[src/rtl/usb_cmd_pkg.sv]
// Shared types and constants for the USB command interpreter and its response sequencer.
package usb_cmd_pkg;

  typedef enum logic [2:0] {
    IDLE,
    GET_W1,
    GET_W2,
    GET_CK,
    EXEC,
    WAIT_ACK,
    RSP
  } state_t;

  localparam logic [3:0] OP_PING  = 4'h0;
  localparam logic [3:0] OP_WRITE = 4'h1;
  localparam logic [3:0] OP_READ  = 4'h2;

  localparam int unsigned ST_CK_ERR = 0;
  localparam int unsigned ST_BAD_OP = 1;
  localparam int unsigned ST_BUS_TO = 2;

  localparam logic [15:0] DEF_CMD_HEADER = 16'hC0DE;
  localparam logic [15:0] DEF_RSP_HEADER = 16'hDA7A;

endpackage

[src/rtl/usb_rsp_sequencer.sv]
// Emits the 5-word response packet under out_full back-pressure, appending a
// running checksum of the first four words as the final word.
module usb_rsp_sequencer
  import usb_cmd_pkg::*;
#(
  parameter logic [15:0] RSP_HEADER = DEF_RSP_HEADER
) (
  input  logic        clk,
  input  logic        rst_n,
  input  logic        en,
  input  logic [15:0] w1,
  input  logic [15:0] data,
  input  logic [15:0] status,
  input  logic        out_full,
  output logic [15:0] out_data,
  output logic        out_we,
  output logic        done
);

  logic [2:0]  idx_q, idx_d;
  logic [15:0] sum_q, sum_d;
  logic [15:0] word;

  always_comb begin
    word = sum_q;
    case (idx_q)
      3'd0:    word = RSP_HEADER;
      3'd1:    word = w1;
      3'd2:    word = data;
      3'd3:    word = status;
      default: word = sum_q;
    endcase

    out_we   = en && !out_full;
    out_data = en ? word : '0;
    done     = out_we && (idx_q == 3'd4);

    idx_d = idx_q;
    sum_d = sum_q;
    if (out_we) begin
      if (done) begin
        idx_d = '0;
        sum_d = '0;
      end else begin
        idx_d = idx_q + 3'd1;
        sum_d = sum_q + word;
      end
    end
  end

  always_ff @(posedge clk or negedge rst_n) begin
    if (!rst_n) begin
      idx_q <= '0;
      sum_q <= '0;
    end else begin
      idx_q <= idx_d;
      sum_q <= sum_d;
    end
  end

endmodule

[src/rtl/usb_cmd_interpreter.sv]
// Parses 4-word host command packets, runs one register-bus transaction and
// returns a 5-word response. Optional mid-packet watchdog: USB_CMD_WDOG_EN.
module usb_cmd_interpreter
  import usb_cmd_pkg::*;
#(
  parameter logic [15:0] CMD_HEADER  = DEF_CMD_HEADER,
  parameter logic [15:0] RSP_HEADER  = DEF_RSP_HEADER,
`ifdef USB_CMD_WDOG_EN
  parameter int unsigned WDOG_CYCLES = 65535,
`endif
  parameter int unsigned ACK_TIMEOUT = 255
) (
  input  logic        clk,
  input  logic        rst_n,
  input  logic [15:0] in_data,
  input  logic        in_empty,
  output logic        in_re,
  output logic [15:0] out_data,
  output logic        out_we,
  input  logic        out_full,
  output logic [11:0] reg_addr,
  output logic [15:0] reg_wdata,
  output logic        reg_we,
  output logic        reg_re,
  input  logic [15:0] reg_rdata,
  input  logic        reg_ack,
  output logic        busy
);

  localparam logic [15:0] ACK_LAST = 16'(ACK_TIMEOUT - 1);

  state_t      state_q, state_d;
  logic [15:0] ck_q, ck_d;
  logic [15:0] w1_q, w1_d;
  logic [11:0] addr_q, addr_d;
  logic [15:0] wdata_q, wdata_d;
  logic [15:0] data_q, data_d;
  logic [2:0]  flags_q, flags_d;
  logic [15:0] ack_cnt_q, ack_cnt_d;
  logic        rsp_done;
`ifdef USB_CMD_WDOG_EN
  localparam logic [15:0] WDOG_LAST = 16'(WDOG_CYCLES);
  logic [15:0] gap_q, gap_d;
`endif

  always_comb begin
    state_d   = state_q;
    ck_d      = ck_q;
    w1_d      = w1_q;
    addr_d    = addr_q;
    wdata_d   = wdata_q;
    data_d    = data_q;
    flags_d   = flags_q;
    ack_cnt_d = ack_cnt_q;
    in_re     = 1'b0;
    reg_we    = 1'b0;
    reg_re    = 1'b0;

    case (state_q)
      IDLE: begin
        in_re = !in_empty;
        if (in_re && (in_data == CMD_HEADER)) begin
          ck_d    = in_data;
          flags_d = '0;
          state_d = GET_W1;
        end
      end
      GET_W1: begin
        in_re = !in_empty;
        if (in_re) begin
          w1_d    = in_data;
          addr_d  = in_data[11:0];
          ck_d    = ck_q + in_data;
          state_d = GET_W2;
        end
      end
      GET_W2: begin
        in_re = !in_empty;
        if (in_re) begin
          wdata_d = in_data;
          ck_d    = ck_q + in_data;
          state_d = GET_CK;
        end
      end
      GET_CK: begin
        in_re = !in_empty;
        if (in_re) begin
          flags_d[ST_CK_ERR] = (ck_q != in_data);
          state_d            = EXEC;
        end
      end
      EXEC: begin
        // Non-bus outcomes (PING, bad checksum, bad opcode) echo W2 as data.
        ack_cnt_d = '0;
        data_d    = wdata_q;
        state_d   = RSP;
        if (!flags_q[ST_CK_ERR]) begin
          case (w1_q[15:12])
            OP_PING: ;
            OP_WRITE: begin
              reg_we  = 1'b1;
              state_d = WAIT_ACK;
            end
            OP_READ: begin
              reg_re  = 1'b1;
              state_d = WAIT_ACK;
            end
            default: flags_d[ST_BAD_OP] = 1'b1;
          endcase
        end
      end
      WAIT_ACK: begin
        if (reg_ack) begin
          state_d = RSP;
          if (w1_q[15:12] == OP_READ) data_d = reg_rdata;
        end else if (ack_cnt_q == ACK_LAST) begin
          flags_d[ST_BUS_TO] = 1'b1;
          data_d             = '0;
          state_d            = RSP;
        end else begin
          ack_cnt_d = ack_cnt_q + 16'd1;
        end
      end
      RSP: begin
        if (rsp_done) state_d = IDLE;
      end
      default: state_d = IDLE;
    endcase

`ifdef USB_CMD_WDOG_EN
    gap_d = '0;
    if ((state_q == GET_W1) || (state_q == GET_W2) || (state_q == GET_CK)) begin
      if (in_re) begin
        gap_d = '0;
      end else if (gap_q == WDOG_LAST) begin
        gap_d   = '0;
        state_d = IDLE;
      end else begin
        gap_d = gap_q + 16'd1;
      end
    end
`endif
  end

  always_ff @(posedge clk or negedge rst_n) begin
    if (!rst_n) begin
      state_q   <= IDLE;
      ck_q      <= '0;
      w1_q      <= '0;
      addr_q    <= '0;
      wdata_q   <= '0;
      data_q    <= '0;
      flags_q   <= '0;
      ack_cnt_q <= '0;
    end else begin
      state_q   <= state_d;
      ck_q      <= ck_d;
      w1_q      <= w1_d;
      addr_q    <= addr_d;
      wdata_q   <= wdata_d;
      data_q    <= data_d;
      flags_q   <= flags_d;
      ack_cnt_q <= ack_cnt_d;
    end
  end

`ifdef USB_CMD_WDOG_EN
  always_ff @(posedge clk or negedge rst_n) begin
    if (!rst_n) gap_q <= '0;
    else        gap_q <= gap_d;
  end
`endif

  assign reg_addr  = addr_q;
  assign reg_wdata = wdata_q;
  assign busy      = (state_q != IDLE);

  usb_rsp_sequencer #(
    .RSP_HEADER(RSP_HEADER)
  ) u_rsp (
    .clk     (clk),
    .rst_n   (rst_n),
    .en      (state_q == RSP),
    .w1      (w1_q),
    .data    (data_q),
    .status  ({13'b0, flags_q}),
    .out_full(out_full),
    .out_data(out_data),
    .out_we  (out_we),
    .done    (rsp_done)
  );

endmodule

[config.mk]
export PLATFORM = sky130hd
export DESIGN_NAME = usb_cmd_interpreter
export DESIGN_NICKNAME = d
export VERILOG_FILES = /design/src/rtl/usb_cmd_pkg.sv /design/src/rtl/usb_rsp_sequencer.sv /design/src/rtl/usb_cmd_interpreter.sv
export SDC_FILE = /design/constraint.sdc
export NUM_CORES = 1
export LEC_CHECK = 0
export CAP_MARGIN = 20
export CORE_ASPECT_RATIO = 0.8
export CORE_MARGIN = 10
export CORE_UTILIZATION = 60
export DETAILED_ROUTE_END_ITERATION = 12
export PLACE_DENSITY = 0.92
export SYNTH_ARGS = -nofsm -noshare
export SYNTH_HDL_FRONTEND = slang
export SYNTH_SLANG_ARGS = --single-unit
[constraint.sdc]
create_clock -name clk -period 9.3 [get_ports clk]
set_input_delay 1.395 -clock clk [delete_from_list [all_inputs] [get_ports clk]]
set_output_delay 1.395 -clock clk [all_outputs]
set_load 0.1 [all_outputs]
[After elaboration in Yosys (flattened, before gate mapping)]
Index checks and enable logic that the tools add are counted.
Storage, ports and cells
  bits in registers: 117
  output and inout bits: 49
  word-level logic and storage cells: 112
  bits of input ports: 37
Cells by class
  reductions and logical operators: 27
  mux-type cells: 40
  equal/unequal tests: 28
  $add $sub $neg: 4
  bitwise operators: 1
Operators with widths (count)
  $mux W16: 9
  $pmux W16 S2: 3
  $pmux W16 S4: 1
  $add A16 B16 Y16: 2
  $mux W3: 9
  $ne A2 B2 Y1 const B: 11
  $pmux W3 S7: 1
  $add A16 B1 Y16 const B: 1
  $eq A16 B16 Y1 const B: 1
  $eq A16 B8 Y1 const B: 1
  $ne A16 B16 Y1: 1
  $eq A3 B2 Y1 const B: 4
  $eq A3 B3 Y1 const B: 4
  $mux W1: 12
  $reduce_and A3 Y1: 4
  $reduce_bool A2 Y1: 5
  $reduce_and A4 Y1: 2
  $eq A3 B1 Y1 const B: 2
  $logic_not A3 Y1: 2
  $ne A3 B3 Y1 const B: 2
  $pmux W1 S2: 3
  $reduce_and A6 Y1: 1
  $eq A4 B1 Y1 const B: 1
  $eq A4 B2 Y1 const B: 1
  11 further kinds: 17

[Depth between registers and ports, before layout]
  depth after elaboration: 5
  mapped depth: 18

[By module]
Synthesis repeated with hierarchy kept, for this count alone.
Second synthesis, totals
  cell total of the unflattened synthesis: 761
  area, all modules: 7019.2 um^2
By module, submodules not included
  usb_cmd_interpreter: instances 1, area an instance 4999.8 um^2, cells an instance 513
  usb_rsp_sequencer: instances 1, area an instance 2019.4 um^2, cells an instance 248

[Least setup slack after synthesis]
No wires, ideal clock.
  path kind: register to output
  from: reg state_q[0]
  to: out reg_re
  slack: 4.062 ns
  path buffers: 3
  stages on the path, launching flop included: 5
  data arrival time: 3.843 ns
  path through: dfrtp_1 > buf_2 > buf_1 > buf_1 > nor4_1
On the way
  longest elaborated chain between the ends: 2
RTL lines
  start: declaration: RTL line usb_cmd_interpreter.sv:32  | state_t state_q, state_d;
  start signal: assignment: RTL line usb_cmd_interpreter.sv:156  | state_q <= state_d;
  $eq A3 B3 Y1: RTL line usb_cmd_interpreter.sv:59  | case (state_q)
  $mux W1: RTL line usb_cmd_interpreter.sv:59
  end: declaration: RTL line usb_cmd_interpreter.sv:24  | output logic reg_re,
No other way between the ends.

[Final worst setup path]
  from: reg u_rsp.idx_q[0]
  to: out out_data[0]
On the way
  longest elaborated chain between the ends: 3
RTL lines
  start: declaration: RTL line usb_rsp_sequencer.sv:20  | logic [2:0] idx_q, idx_d;
  start signal: assignment: RTL line usb_rsp_sequencer.sv:56  | idx_q <= idx_d;
  $eq A3 B2 Y1 (tied with other cells): RTL line usb_rsp_sequencer.sv:26  | case (idx_q)
  $pmux W16 S4 (*): RTL line usb_rsp_sequencer.sv:26
  $mux W16 (*): RTL line usb_rsp_sequencer.sv:35  | out_data = en ? word : '0;
  end: declaration: RTL line usb_cmd_interpreter.sv:18  | output logic [15:0] out_data,
Every way passes the cells marked *; elsewhere a longest branch is shown, timed or not.

==> flow_metrics.env <==
export IMPL_clockBufferDepth=2
export IMPL_min_from="ck_q[9]$_DFFE_PN0P_"
export IMPL_busiest_layer="met2"
export IMPL_placedInstanceArea_sq_um=7556
export IMPL_max_cap_violations=0
export IMPL_ys_ff_latch=105
export IMPL_place_detailed_hpwl_mm=14.78
export IMPL_path_class="register to output port"
export IMPL_clock_latency_ns=0.35
export IMPL_startpoint_type="register"
export IMPL_grt_pass1_wl_mm=32.44
export IMPL_clk_pin_slew_ns=0.07
export IMPL_finalWirelength_mm=20.08
export IMPL_final_core_util_pct=72.12
export IMPL_die_w_um=138.2
export IMPL_antenna_found_initial=0
export IMPL_vias_per_cell=6.621
export IMPL_ios=86
export IMPL_synth_edf_count=0
export IMPL_hold_path_cell_count=2
export IMPL_die_h_um=114.6
export IMPL_worst_slew_pin_slew_ns=1.015
export IMPL_crit_path_max_fanout=13
export IMPL_whs_endpoint="ck_q[9]$_DFFE_PN0P_"
export IMPL_clock_sinks=105
export IMPL_clockRootBuffer="clkbuf_16"
export IMPL_wl_per_cell_um=21.54
export IMPL_fmax_mhz=190.6
export IMPL_num_vias=6171
export IMPL_period_share_pct=56.41
export IMPL_ctsHoldBuffers=0
export IMPL_min_period_ns=5.246
export IMPL_final_net_count=863
export IMPL_cts_tree="yes"
export IMPL_synthFlopType="dfrtp_1"
export IMPL_rsz0062_at_grt="false"
export IMPL_drtIter0Drc=796
export IMPL_relSlewSlack_pct=32.33
export IMPL_ant_nets=0
export IMPL_synthToLayoutAreaGrowth_pct=17.06
export IMPL_grt_max_degree=79
export IMPL_cts_max_level=3
export IMPL_layout_setup_ws_ns=4.054
export IMPL_setup_viol=0
export IMPL_synthCells=728
export IMPL_syn_num_nets=807
export IMPL_ys_seq_area_share_pct=39.16
export IMPL_netlist_area_sq_um=6709
export IMPL_route_detailed_drc=0
export IMPL_drv_slew=0
export IMPL_rrSetupSlack_ns=4.60
export IMPL_reg2reg_to="u_rsp.sum_q[14]$_DFFE_PN0P_"
export IMPL_grt_met1_usage_pct=31.90
export IMPL_hold_violations=0
export IMPL_yosysWarnings=0
export IMPL_core_rowCount=34
export IMPL_cts_setup_buffers=0
export IMPL_skew_ns=0.008230
export IMPL_r2r_start="u_rsp.idx_q[0]$_DFFE_PN0P_"
export IMPL_core_area_sq_um=10890
export IMPL_worstSetupEndpointType="output port"
export IMPL_ys_types=66
export IMPL_port_buffers=85
export IMPL_firstDrtPassIters=7
export IMPL_ff2ff_path_depth=15
export IMPL_worstPathRequired_ns=7.91
export IMPL_async_flop_share_pct=100.0
export IMPL_cts_made_buffers=9
export IMPL_die_area_sq_um=15840
export IMPL_cts_repair_resized=0
export IMPL_status="complete, no violations"
export IMPL_gp_congestion=0.8966
export IMPL_drive_gt1_share_pct=9.518
export IMPL_cp_arrival_ns=3.85
export IMPL_grt_met3_usage_pct=6.095
export IMPL_postSynthAreaPerCell_sq_um=9.216
export IMPL_initial_utilization_pct=61.60
export IMPL_antenna_cells=0
export IMPL_grt_pass1_vias=6098
export IMPL_pre_cts_ws_ns=4.183
export IMPL_fin_setup_tns_ns=0
export IMPL_hold_path_class="register to register"
export IMPL_finalInstanceArea_sq_um=7854
export IMPL_gr_total_overflow=0
export IMPL_globalRouteMet2Util_pct=39.82
export IMPL_fillers=810
export IMPL_grt_usage_pct=24.90
how the worst max path moves through the flow:
stage                                    start     endpoint  depth (start not counted)
floorplan               state_q[0]$_DFFE_PN0P_       reg_re                          4
global placement                      out_full       out_we                          4
detailed placement                    out_full       out_we                          4
CTS                 u_rsp.idx_q[0]$_DFFE_PN0P_  out_data[0]                          7
global route        u_rsp.idx_q[0]$_DFFE_PN0P_  out_data[2]                          7
finish              u_rsp.idx_q[0]$_DFFE_PN0P_  out_data[0]                          7
kinds of logic (layout without fill, tap and decap cells):
group	after synthesis	count (layout)	share of synthesized area [%]
muxes	36	36	6.024
and+or+nand+nor	257	257	18.95
buffers and inverters	72	132	4.905
xor gates and xnor gates	33	33	4.308
DFF	105	105	39.16
adders and majority gates	42	42	8.057
AOI/OAI and AO/OA	183	183	18.59
metal layers:
| metal | wire length [um] | vias to the layer above |
|---|---|---|
| met3 | 1838 | 67 |
| met2 | 9403 | 385 |
| met5 | 0 | - |
| li1 | - | 2745 |
| met1 | 8151 | 2974 |
| met4 | 682 | 0 |
area by class of cell:
| type | count | area, sq um | area share (%) |
|---|---|---|---|
| multi-input combinational | 551 | 3761 | 47.89 |
| tap | 144 | 180.2 | 2.294 |
| inverter | 25 | 93.84 | 1.195 |
| timing repair buffer | 92 | 904.6 | 11.52 |
| clock inverter | 5 | 57.56 | 0.7328 |
| clock buffer | 10 | 229.0 | 2.915 |
| sequential | 105 | 2628 | 33.46 |
sequential cells by signal, summed over array words and instances (netlist names):
signal and count:
ack_cnt_q 16, ck_q 16, data_q 16, reg_wdata 16
u_rsp.sum_q 16, w1_q 16, flags_q 3, state_q 3
u_rsp.idx_q 3
cells in the final DEF (no fill, tap or decap), drive strengths merged, types with 9 or more instances in the layout:
cell type | Yosys | layout
nor2 | 69 | 69
clkdlybuf4s50 | 0 | 84
xnor2 | 15 | 15
a31oi | 28 | 28
mux2 | 35 | 35
xor2 | 18 | 18
nand3 | 34 | 34
a21o | 9 | 9
nand2 | 76 | 76
dfrtp | 105 | 105
ha | 40 | 40
a22o | 23 | 23
inv | 25 | 25
clkbuf | 23 | 10
nor3 | 10 | 10
nor2b | 15 | 15
o21ai | 31 | 31
a21oi | 43 | 43
worst max-delay path, cell delays in order, from the launching register on:
cell and delay [ns]:
dfrtp_1 0.41, inv_1 0.11, ha_1 0.25, nor2b_1 0.82, a222oi_1 0.30, a21oi_1 0.29, nor2b_1 0.17, clkdlybuf4s50_1 1.15
through the flow:
| stage | hold WS [ns] | std cells |
|---|---|---|
| after floorplan | 0.4428 | 728 |
| after global routing | 0.5371 | 932 |
| after detailed placement | 0.4851 | 916 |
| after CTS | 0.5000 | 931 |
| after global placement | 0.4656 | 916 |
| final | 0.4990 | 932 |
Yosys cell counts, drive strengths merged, types with 7 or more instances:
cell type	n	area, sq um
a21o	9	75.07
a21oi	43	219.0
a22o	23	202.7
a31oi	28	175.2
buf	24	148.9
clkbuf	23	86.33
dfrtp	105	2628
ha	40	500.5
inv	25	93.84
mux2	35	394.1
nand2	76	285.3
nand3	34	170.2
nand4	8	50.05
nor2	69	259.0
nor2b	15	93.84
nor3	10	50.05
nor4	7	58.81
o21ai	31	155.2
o31ai	7	52.55
or3	8	55.05
xnor2	15	131.4
xor2	18	157.7
Power is not shown: default switching activity piles up to over one toggle a cycle in this logic, so the estimate is an artifact.
